## src/rtl/uart_rx_deser.sv

```systemverilog
// uart_rx_deser
// Frame deserializer for the UART receive path. Collects data_len data bits
// (LSB- or MSB-first, selected at build time), checks an optional even/odd
// parity bit and the stop bit, and reports each frame with one-cycle strobes.
//
// State table
//   state  | meaning
//   IDLE   | waiting for frame_start; config latched on acceptance
//   DATA   | shifting in data bits, one per bit period
//   PARITY | sampling and checking the parity bit
//   STOP   | sampling the stop bit; strobes/P_DATA registered on exit
//
// Ports
//   clk          in   system clock
//   rst          in   asynchronous active-low reset
//   en           in   receiver enable; low aborts any frame and forces IDLE
//   frame_start  in   one-cycle pulse at the end of a valid start bit
//   sampled_bit  in   majority-sampled line value for the current bit
//   edge_count   in   oversampling edge counter within the current bit
//   prescale     in   oversampling ratio (8, 16 or 32)
//   data_len     in   data bits per frame, 5..DATA_WIDTH (else DATA_WIDTH)
//   par_en       in   parity bit present
//   par_typ      in   0 = even, 1 = odd
//   P_DATA       out  last good frame, right-aligned, unused upper bits 0
//   data_valid   out  one-cycle strobe: P_DATA updated with a good frame
//   par_err      out  one-cycle strobe: parity mismatch
//   stp_err      out  one-cycle strobe: stop bit sampled 0
//   busy         out  high in any state other than IDLE
module uart_rx_deser #(
  parameter int DATA_WIDTH = 8,
  parameter int PRESCALE_W = 6,
  parameter int MSB_FIRST  = 0
) (
  input  logic                  clk,
  input  logic                  rst,
  input  logic                  en,
  input  logic                  frame_start,
  input  logic                  sampled_bit,
  input  logic [PRESCALE_W-1:0] edge_count,
  input  logic [PRESCALE_W-1:0] prescale,
  input  logic [3:0]            data_len,
  input  logic                  par_en,
  input  logic                  par_typ,
  output logic [DATA_WIDTH-1:0] P_DATA,
  output logic                  data_valid,
  output logic                  par_err,
  output logic                  stp_err,
  output logic                  busy
);

  typedef enum logic [1:0] {IDLE, DATA, PARITY, STOP} state_t;

  localparam logic [3:0] MAX_LEN = 4'(DATA_WIDTH);

  state_t                state, state_nxt;
  logic [DATA_WIDTH-1:0] shreg, shreg_nxt;
  logic [3:0]            bit_cnt, bit_cnt_nxt;
  logic [3:0]            cfg_len, cfg_len_nxt;
  logic                  cfg_par_en, cfg_par_en_nxt;
  logic                  cfg_par_typ, cfg_par_typ_nxt;
  logic                  par_fail, par_fail_nxt;
  logic [DATA_WIDTH-1:0] p_data_nxt;
  logic                  dv_nxt, pe_nxt, se_nxt;

  logic       bit_done;
  logic [3:0] wr_idx;
  logic       par_exp;
  logic       stop_fail;

  assign bit_done  = (edge_count == prescale - PRESCALE_W'(1));
  assign wr_idx    = (MSB_FIRST != 0) ? (cfg_len - 4'd1 - bit_cnt) : bit_cnt;
  // Shift register is cleared at frame start, so bits beyond cfg_len are 0
  // and do not disturb the reduction.
  assign par_exp   = (^shreg) ^ cfg_par_typ;
  assign stop_fail = !sampled_bit;
  assign busy      = (state != IDLE);

  always_ff @(posedge clk or negedge rst) begin
    if (!rst) begin
      state       <= IDLE;
      shreg       <= '0;
      bit_cnt     <= '0;
      cfg_len     <= '0;
      cfg_par_en  <= 1'b0;
      cfg_par_typ <= 1'b0;
      par_fail    <= 1'b0;
      P_DATA      <= '0;
      data_valid  <= 1'b0;
      par_err     <= 1'b0;
      stp_err     <= 1'b0;
    end else begin
      state       <= state_nxt;
      shreg       <= shreg_nxt;
      bit_cnt     <= bit_cnt_nxt;
      cfg_len     <= cfg_len_nxt;
      cfg_par_en  <= cfg_par_en_nxt;
      cfg_par_typ <= cfg_par_typ_nxt;
      par_fail    <= par_fail_nxt;
      P_DATA      <= p_data_nxt;
      data_valid  <= dv_nxt;
      par_err     <= pe_nxt;
      stp_err     <= se_nxt;
    end
  end

  always_comb begin
    state_nxt       = state;
    shreg_nxt       = shreg;
    bit_cnt_nxt     = bit_cnt;
    cfg_len_nxt     = cfg_len;
    cfg_par_en_nxt  = cfg_par_en;
    cfg_par_typ_nxt = cfg_par_typ;
    par_fail_nxt    = par_fail;
    p_data_nxt      = P_DATA;
    dv_nxt          = 1'b0;
    pe_nxt          = 1'b0;
    se_nxt          = 1'b0;

    if (!en) begin
      // Partial frame state is left stale; it is cleared on the next start.
      state_nxt = IDLE;
    end else begin
      case (state)
        IDLE: begin
          if (frame_start) begin
            state_nxt       = DATA;
            cfg_len_nxt     = (data_len < 4'd5 || data_len > MAX_LEN) ? MAX_LEN : data_len;
            cfg_par_en_nxt  = par_en;
            cfg_par_typ_nxt = par_typ;
            shreg_nxt       = '0;
            bit_cnt_nxt     = '0;
            par_fail_nxt    = 1'b0;
          end
        end
        DATA: begin
          if (bit_done) begin
            for (int i = 0; i < DATA_WIDTH; i++) begin
              if (wr_idx == i[3:0]) shreg_nxt[i] = sampled_bit;
            end
            bit_cnt_nxt = bit_cnt + 4'd1;
            if (bit_cnt == cfg_len - 4'd1) state_nxt = cfg_par_en ? PARITY : STOP;
          end
        end
        PARITY: begin
          if (bit_done) begin
            if (sampled_bit != par_exp) par_fail_nxt = 1'b1;
            state_nxt = STOP;
          end
        end
        STOP: begin
          if (bit_done) begin
            state_nxt = IDLE;
            pe_nxt    = par_fail;
            se_nxt    = stop_fail;
            if (!par_fail && !stop_fail) begin
              dv_nxt     = 1'b1;
              p_data_nxt = shreg;
            end
          end
        end
        default: state_nxt = IDLE;
      endcase
    end
  end

endmodule

```

## config.mk

```make
export PLATFORM = sky130hd
export DESIGN_NAME = uart_rx_deser
export DESIGN_NICKNAME = d
export VERILOG_FILES = /design/src/rtl/uart_rx_deser.sv
export SDC_FILE = /design/constraint.sdc
export NUM_CORES = 1
export LEC_CHECK = 0
export ABC_CLOCK_PERIOD_IN_PS = 2200
export CORE_UTILIZATION = 54
export CTS_BUF_LIST = sky130_fd_sc_hd__clkbuf_2
export CTS_CLUSTER_SIZE = 20
export DETAILED_ROUTE_END_ITERATION = 10
export PLACE_DENSITY = 0.82
export REMOVE_ABC_BUFFERS = 1
export SETUP_SLACK_MARGIN = 0.05
export SLEW_MARGIN = 0
export SYNTH_ARGS = -nofsm -noshare
export SYNTH_HDL_FRONTEND = slang
export SYNTH_SLANG_ARGS = --single-unit
export TNS_END_PERCENT = 20
```

## constraint.sdc

```tcl
create_clock -name clk -period 2.2 [get_ports clk]
set_input_delay 0.44 -clock clk [delete_from_list [all_inputs] [get_ports clk]]
set_output_delay 0.44 -clock clk [all_outputs]
set_load 0.01 [all_outputs]
```

# Yosys cells after proc, flatten, opt, wreduce, memory -nomap -nowiden
# Cells that the tools add are included.
classes:
  bitwise: 1
  reduce_logical: 23
  muxes: 37
  n_mul: 0
  n_addsub: 3
  shifts: 0
  eq_ne: 30
  n_div: 0
  order_cmp: 2
ops:
  columns: ["cell", "n"]
  rows:
  - ["5-bit AND reduction", 10]
  - ["2-bit inequality test (second input constant)", 12]
  - ["1-bit two-way mux", 22]
  - ["4-bit by 3-bit == test with 1-bit output (second input constant)", 4]
  - ["8-bit two-way mux", 2]
  - ["8-bit case mux with 2 select lines", 1]
  - ["3-bit inequality test (second input constant)", 5]
  - ["2-bit two-way mux", 6]
  - ["4-bit two-way mux", 3]
  - ["4-bit by 2-bit == test with 1-bit output (second input constant)", 2]
  - ["2-bit case mux with 4 select lines", 1]
  - ["4-bit case mux with 2 select lines", 1]
  - ["4-bit AND reduction", 2]
  - ["8-bit parity", 1]
  - ["6-bit == test", 1]
  - ["2-bit nonzero test", 3]
  - ["6-bit by 1-bit subtractor with 6-bit output (second input constant)", 1]
  - ["4-bit by 1-bit adder with 4-bit output (second input constant)", 1]
  - ["2-bit == test (second input constant)", 2]
  - ["4-bit by 1-bit == test with 1-bit output (second input constant)", 1]
  - ["4-bit == test", 1]
  - ["4-bit greater-than comparator (second input constant)", 1]
  - ["4-bit logical NOT", 1]
  - ["4-bit by 3-bit less-than comparator with 1-bit output (second input constant)", 1]
  - ["other kinds (10)", 11]
totals:
  inputBits: 23
  out_inout_bits: 12
  n_memories: 0
  rom_bits: 0
  ff_bits: 32
  latchBits: 0
  ram_bits: 0
  wordCells: 114

# Logic depth before layout (Yosys ltp)
# Gate-level depths: netlist (run 1).
logic_depth:
  word_depth: 6
  mapped_depth: 9
  ltp_nobuf: 8

# Worst setup path after synthesis (run 1)
# OpenSTA, ideal clock, no wires.
synth_path:
  path_kind: "input port to flip-flop"
  from: "input port prescale[0]"
  to: "register P_DATA[0]"
  setup_ns: 0.125
  path_buffers: 0
  t_required_ns: 2.075
  setup_slack_ns: -0.169
  arrival_time_ns: 2.244
  stages: 6
  path_cell_list: "or4_4 > o21ai_1 > and4bb_4 > nand2_4 > nor4_4 > mux2_2"
synth_via:
  elab_chain_cells: 3
synth_lines:
  columns: ["item", "line", "source"]
  rows:
  - ["from (decl)", "40", "input logic [PRESCALE_W-1:0] prescale,"]
  - ["6-bit by 1-bit subtractor with 6-bit output", "70", "assign bit_done = (edge_count == prescale - PRESCALE_W'(1));"]
  - ["6-bit == test", "70", null]
  - ["4-bit AND reduction (no line)", null, null]
  - ["to (signal assigned)", "99", "P_DATA <= p_data_nxt;"]
  - ["to (decl)", "44", "output logic [DATA_WIDTH-1:0] P_DATA,"]
# Every way passes these cells.
# A chain may end at the register's enable or synchronous reset.

# Worst setup path in the final report (run 1)
layout_path:
  from: "input port edge_count[0]"
  to: "register P_DATA[1]"
layout_via:
  elab_chain_cells: 2
layout_lines:
  columns: ["item", "line", "source"]
  rows:
  - ["from (decl)", "39", "input logic [PRESCALE_W-1:0] edge_count,"]
  - ["6-bit == test", "70", null]
  - ["4-bit AND reduction (no line)", null, null]
# Every way passes these cells.

==> results.sh, run 1 <==
export IMPL_status="complete, no violations"
export IMPL_core_um2=3390
export IMPL_cts_hold_fix_buffers=0
export IMPL_track_usage_pct=27.7
export IMPL_antenna_found_initial=0
export IMPL_synth_mux_area_share_pct=8.95
export IMPL_cap_violations=0
export IMPL_power_density_nw_per_um2=796
export IMPL_cp_num_buf_inv=2
export IMPL_startpoint_type="input pin"
export IMPL_numCtsBuffers=5
export IMPL_synth_warnings=0
export IMPL_vias=1672
export IMPL_max_slew_margin_pct=65.4
export IMPL_grt_remaining_overflow=0
export IMPL_synth_compound_area_share_pct=13.5
export IMPL_drc=0
export IMPL_max_stage_delay_ns=0.50
export IMPL_maxSlewViolCount=0
export IMPL_cts_path_max_buffers=2
export IMPL_synth_edf_count=0
export IMPL_crit_arrival_ns=2.42
export IMPL_antenna_cells=0
export IMPL_portBuffers=34
export IMPL_dp_hpwl_um=3520
export IMPL_synth_largest_area_cell="dfrtp_1"
export IMPL_drive_gt1_share_pct=25.6
export IMPL_yosys_top_cells_area="dfrtp_1 42%, xnor2_1 7.3%, ha_1 6.5%, mux2_2 5.8%, mux2i_1 3.1%"
export IMPL_rsz0062_at_grt="yes"
export IMPL_synth_ff_type="dfrtp_1"
export IMPL_ys_seq_elements=32
export IMPL_fin_nets=286
export IMPL_grt_max_degree=33
export IMPL_worst_pin_slew_ns=0.514
export IMPL_place_area_um2=2460
export IMPL_cp_cell_sequence="clkdlybuf4s50_1, xor2_1, nand2_1, and4bb_4, nand2_4, nor4_4, buf_6, mux2_4"
export IMPL_grt_pass1_wl_um=7430
export IMPL_dr_pass1_iters=4
export IMPL_io_pins=35
export IMPL_period_minus_slack_ns=2.15
export IMPL_finalSetupViolCount=0
export IMPL_drtIter0Drc=93
export IMPL_critPathSlowestCell="clkdlybuf4s50_1"
export IMPL_stdcell_area_um2=2650
export IMPL_cts_sinks=32
export IMPL_initial_core_util_pct=56.9
export IMPL_leakagePower_nw=1.24
export IMPL_ant_nets=0
export IMPL_place_congestion=0.868
export IMPL_cts_tree="built"
export IMPL_finish_utilization_pct=78.2
export IMPL_finalHoldViolCount=0
export IMPL_synth_simple_area_share_pct=16.1
export IMPL_synth_top_family_by_area="simple AND/OR/NAND/NOR gates"
export IMPL_die_y_um=61.8
export IMPL_worstSetupEndpointType="flip-flop"
export IMPL_syn_inst=188
export IMPL_viasPerCell=5.57
export IMPL_syn_area_per_cell_um2=10.3
export IMPL_ys_seq_area_share_pct=41.5
export IMPL_critical_path_class="in2reg"
export IMPL_synth_cell_types=46
export IMPL_synth_most_common_cell="dfrtp_1"
export IMPL_drt_wl_total_um=4880
export IMPL_dieArea_um2=3820
export IMPL_grt_pass1_vias=1641
export IMPL_timing_final_crit_share_pct=97.5
export IMPL_clkTransAtPathRegs_ns=0.17
export IMPL_crit_required_ns=2.47
export IMPL_htreeDepth=2
export IMPL_rows=21
export IMPL_wire_per_inst_um=16.3
export IMPL_synthXorXnorAreaFrac_pct=9.99
export IMPL_synth_top_area_share_pct=41.5
export IMPL_fmax_mhz=466
export IMPL_cts_root_buf="clkbuf_2"
export IMPL_synth_common_cells="32 x dfrtp_1, 16 x nand2_1, 16 x xnor2_1"
export IMPL_min_delay_path_class="in2async"
export IMPL_area_growth_pct=37.4
export IMPL_synth_cell_area_um2=1930
export IMPL_die_w_um=61.8
export IMPL_crit_family="simple AND/OR/NAND/NOR gates"
export IMPL_async_reset_ff_share_pct=100
export IMPL_finalClockSkew_ns=0.0142
export IMPL_worstPathMaxFanout=5
export IMPL_ir_worst_vdd_mv=0.698
export IMPL_synth_fa_ha_area_share_pct=6.49
export IMPL_insertion_delay_ns=0.37
==> cell usage in the layout, fill, tap and decap left out, drive strengths merged, types with 2 or more instances in the layout <==
master	count
nor4	2
a22o	2
and4	3
nand2	17
mux2	10
a32oi	3
a31oi	2
clkbuf	9
nand3	4
a21o	2
or4	2
a21oi	5
dlymetal6s2s	4
nor3	7
mux2i	6
dfrtp	32
buf	29
nor2b	4
nor2	6
ha	10
and3	2
o21ai	12
xor2	6
inv	14
xnor2	16
clkdlybuf4s50	25
nand4	2
==> worst paths after layout <==
path,endpoint,cells after the start,slack (ns),startpoint
max,P_DATA[1]$_DFFE_PN0P_,8,0.05,edge_count[0]
min,shreg[2]$_DFFE_PN0P_,2,0.44,rst
max reg2reg,state[0]$_DFFE_PN0P_,8,0.13,cfg_len[0]$_DFFE_PN0P_
min reg2reg,P_DATA[0]$_DFFE_PN0P_,1,0.53,P_DATA[0]$_DFFE_PN0P_
max in group asynchronous,state[1]$_DFFE_PN0P_,2,1.45,rst
min in group clk,P_DATA[0]$_DFFE_PN0P_,1,0.53,P_DATA[0]$_DFFE_PN0P_
==> per-layer routing <==
metal / global-route usage [%] / wire, µm
met5: 0 / 0
met4: 12.7 / 81
met3: 5.80 / 219
met2: 46.1 / 2550
met1: 34.6 / 2030
==> state kept, by name, summed over array words and instances (netlist names) <==
name,count
par_fail,1
cfg_par_en,1
data_valid,1
P_DATA,8
cfg_par_typ,1
stp_err,1
bit_cnt,4
shreg,8
state,2
cfg_len,4
par_err,1
==> worst register-to-register path: stages, from the launching register on <==
cell and delay, ns:
dfrtp_1 0.41, inv_1 0.06, ha_1 0.31, xnor2_1 0.13
or3_1 0.32, o32ai_2 0.25, a31o_2 0.22, a21boi_1 0.17
o211a_1 0.15
==> power breakdown <==
part | internal, mW | switching, mW
logic | 0.458 | 0.499
registers | 0.668 | 0.0880
clock network | 0.196 | 0.202
==> area by class of cell <==
| type | count | area (µm²) |
|---|---|---|
| multi-input combinational | 138 | 1130 |
| sequential | 32 | 801 |
| fill | 216 | 739 |
| timing repair buffer | 62 | 543 |
| tap | 46 | 57.6 |
| inverter | 14 | 52.6 |
| clock inverter | 2 | 35.0 |
| clock buffer | 6 | 30.0 |
==> stage by stage <==
stage / total power [mW] / instances / setup TNS [ns] / worst slack (ns) / hold WS [ns]
floorplan: 1.31 / 184 / -1.40 / -0.169 / 0.144
global placement: 1.61 / 284 / -11.59 / -0.546 / 0.491
detailed placement: 1.65 / 284 / -13.52 / -0.657 / 0.495
CTS: 2.07 / 295 / 0 / 0.0516 / 0.454
global route: 2.25 / 300 / 0 / 0.0286 / 0.472
finish: 2.11 / 300 / 0 / 0.0542 / 0.444
==> logic make-up (layout without fill, tap and decap cells) <==
logic type / after synthesis / after routing
buffers and inverters: 18 / 84
DFF: 32 / 32
and+or+nand+nor: 53 / 53
AOI/OAI and AO/OA: 37 / 37
xor gates and xnor gates: 22 / 22
adders and majority gates: 10 / 10
muxes: 16 / 16
==> what timing repair did <==
action,in CTS,in global routing
cloned,1,0
setup buffers,2,5
resized for setup,15,21
setup endpoints to repair,23,18
pin swaps,5,8
endpoints found under the hold margin,0,0
(Power assumes the default switching activity.)
==> inputs of run 2 (changes only) <==
--- a/config.mk
+++ b/config.mk
@@ -7,11 +7,10 @@
 export LEC_CHECK = 0
 export ABC_CLOCK_PERIOD_IN_PS = 2200
 export CORE_UTILIZATION = 54
-export CTS_BUF_LIST = sky130_fd_sc_hd__clkbuf_2
+export CTS_BUF_LIST = sky130_fd_sc_hd__clkbuf_8
 export CTS_CLUSTER_SIZE = 20
 export DETAILED_ROUTE_END_ITERATION = 10
 export PLACE_DENSITY = 0.82
-export REMOVE_ABC_BUFFERS = 1
 export SETUP_SLACK_MARGIN = 0.05
 export SLEW_MARGIN = 0
 export SYNTH_ARGS = -nofsm -noshare
==> results.sh, run 2 (synthesis gave the netlist of run 1 again) <==
export IMPL_status="complete, no violations"
export IMPL_layout_cells_non_filler=301
export IMPL_hp_start="P_DATA[1]$_DFFE_PN0P_"
export IMPL_antenna_cells=0
export IMPL_finalClockSkew_ns=0.00673
export IMPL_fin_nets=287
export IMPL_rsz0062_at_grt="yes"
export IMPL_cts_root_buf="clkbuf_8"
export IMPL_insertion_delay_ns=0.28
export IMPL_min_delay_path_class="reg2reg"
export IMPL_place_congestion=0.868
export IMPL_reg2reg_from="state[1]$_DFFE_PN0P_"
export IMPL_synth_fp_nets=221
export IMPL_reg_top3="P_DATA x8, shreg x8"
export IMPL_io_pins=35
export IMPL_whs_ns=0.512
export IMPL_max_slew_margin_pct=64.6
export IMPL_cts_tree="built"
export IMPL_finish_utilization_pct=79.7
export IMPL_drive_gt1_share_pct=25.5
export IMPL_core_um2=3390
export IMPL_timing_final_crit_share_pct=96.8
export IMPL_area_growth_pct=39.9
export IMPL_viasPerCell=5.60
export IMPL_cap_violations=0
export IMPL_period_minus_slack_ns=2.13
export IMPL_r2r_cells=8
export IMPL_clkTransAtPathRegs_ns=0.07
export IMPL_antenna_found_initial=0
export IMPL_worstPathMaxFanout=3
export IMPL_initial_core_util_pct=56.9
export IMPL_finalHoldViolCount=0
export IMPL_vias=1686
export IMPL_worstSetupEndpointType="flip-flop"
export IMPL_critical_path_class="in2reg"
export IMPL_rows=21
export IMPL_layout_setup_ws_ns=0.0709
export IMPL_wire_per_inst_um=15.8
export IMPL_regArea_um2=801
export IMPL_grt_remaining_overflow=0
export IMPL_ant_nets=0
export IMPL_multi_input_area_um2=1140
export IMPL_drt_wl_total_um=4740
export IMPL_drc=0
export IMPL_ir_worst_vdd_mv=0.630
export IMPL_r2r_end="shreg[1]$_DFFE_PN0P_"
export IMPL_dr_pass1_iters=4
export IMPL_power_density_nw_per_um2=808
export IMPL_final_common_cell="dfrtp_1"
export IMPL_worst_pin_slew_ns=0.525
export IMPL_die_w_um=61.8
export IMPL_crit_arrival_ns=2.31
export IMPL_rrSetupSlack_ns=0.17
export IMPL_grt_pass1_wl_um=7400
export IMPL_cts_sinks=32
export IMPL_cts_path_max_buffers=2
export IMPL_finalSetupViolCount=0
export IMPL_leakagePower_nw=1.23
export IMPL_crit_required_ns=2.38
export IMPL_final_cell_mix="32 x dfrtp_1, 27 x buf_4, 25 x clkdlybuf4s50_1"
export IMPL_dpl_worst_slack_ns=-0.587
export IMPL_grt_pass1_vias=1646
export IMPL_maxSlewViolCount=0
export IMPL_numCtsBuffers=5
export IMPL_htreeDepth=2
export IMPL_grt_max_degree=33
export IMPL_drtIter0Drc=92
export IMPL_startpoint_type="input pin"
export IMPL_die_y_um=61.8
export IMPL_min_path_cells=1
export IMPL_cts_hold_fix_buffers=0
export IMPL_fmax_mhz=470
export IMPL_track_usage_pct=27.0
export IMPL_dp_hpwl_um=3410
export IMPL_dp_cells=284
export IMPL_dieArea_um2=3820
export IMPL_num_fill_cells=219
export IMPL_portBuffers=34
export IMPL_hold_path_end="P_DATA[1]$_DFFE_PN0P_"
[run 2: report_power, final]
part           switching [mW]  leakage [nW]  internal, mW
sequential             0.0923         0.435         0.669
combinational           0.498         0.744         0.455
clock                   0.217        0.0486         0.249
[run 2: worst max path at each step]
stage | from | to | slack (ns)
floorplan | prescale[0] | P_DATA[0]$_DFFE_PN0P_ | -0.09
global placement | prescale[0] | bit_cnt[3]$_DFFE_PN0P_ | -0.53
detailed placement | prescale[0] | bit_cnt[3]$_DFFE_PN0P_ | -0.59
CTS | prescale[0] | P_DATA[4]$_DFFE_PN0P_ | 0.01
global route | edge_count[2] | bit_cnt[1]$_DFFE_PN0P_ | 0.02
finish | prescale[1] | state[0]$_DFFE_PN0P_ | 0.07
[run 2: per-stage QoR]
stage	instance area (µm²)	setup TNS, ns	power [mW]
after floorplan	1930	-0.901	1.32
after global placement	2460	-10.14	1.62
after detailed placement	2460	-11.58	1.65
after CTS	2630	0	2.11
after global routing	2700	0	2.32
final	2700	0	2.18
[run 2: what timing repair did]
action                                  in CTS  in global routing
endpoints found under the setup margin      24                 21
pin swaps                                    8                  5
cloned                                       1                  0
resized for setup                           34                  7
buffers inserted                             4                  4
[run 2: area by class of cell]
class,instances,share of cell area [%]
Timing Repair Buffer,63,20.7
Clock buffer,6,3.06
Clock inverter,2,0.417
Multi-Input combinational cell,138,42.1
Inverter,14,1.95
Tap cell,46,2.13
Sequential cell,32,29.7
[run 2: per-layer routing]
layer | global-route usage (%) | part of all wire (%) | vias up
met5 | 0 | 0 | -
met4 | 8.89 | 1.3 | 0
met3 | 6.00 | 5.3 | 11
met2 | 47.2 | 50 | 67
met1 | 33.1 | 43 | 808
li1 | - | - | 800
[run 2: critical path, stage by stage]
cell and delay (ns):
buf_2 0.12, or4_4 0.52, nor3_2 0.11, and4bb_4 0.26
buf_4 0.14, buf_4 0.14, a31o_2 0.26, a21boi_1 0.13
o211a_1 0.20
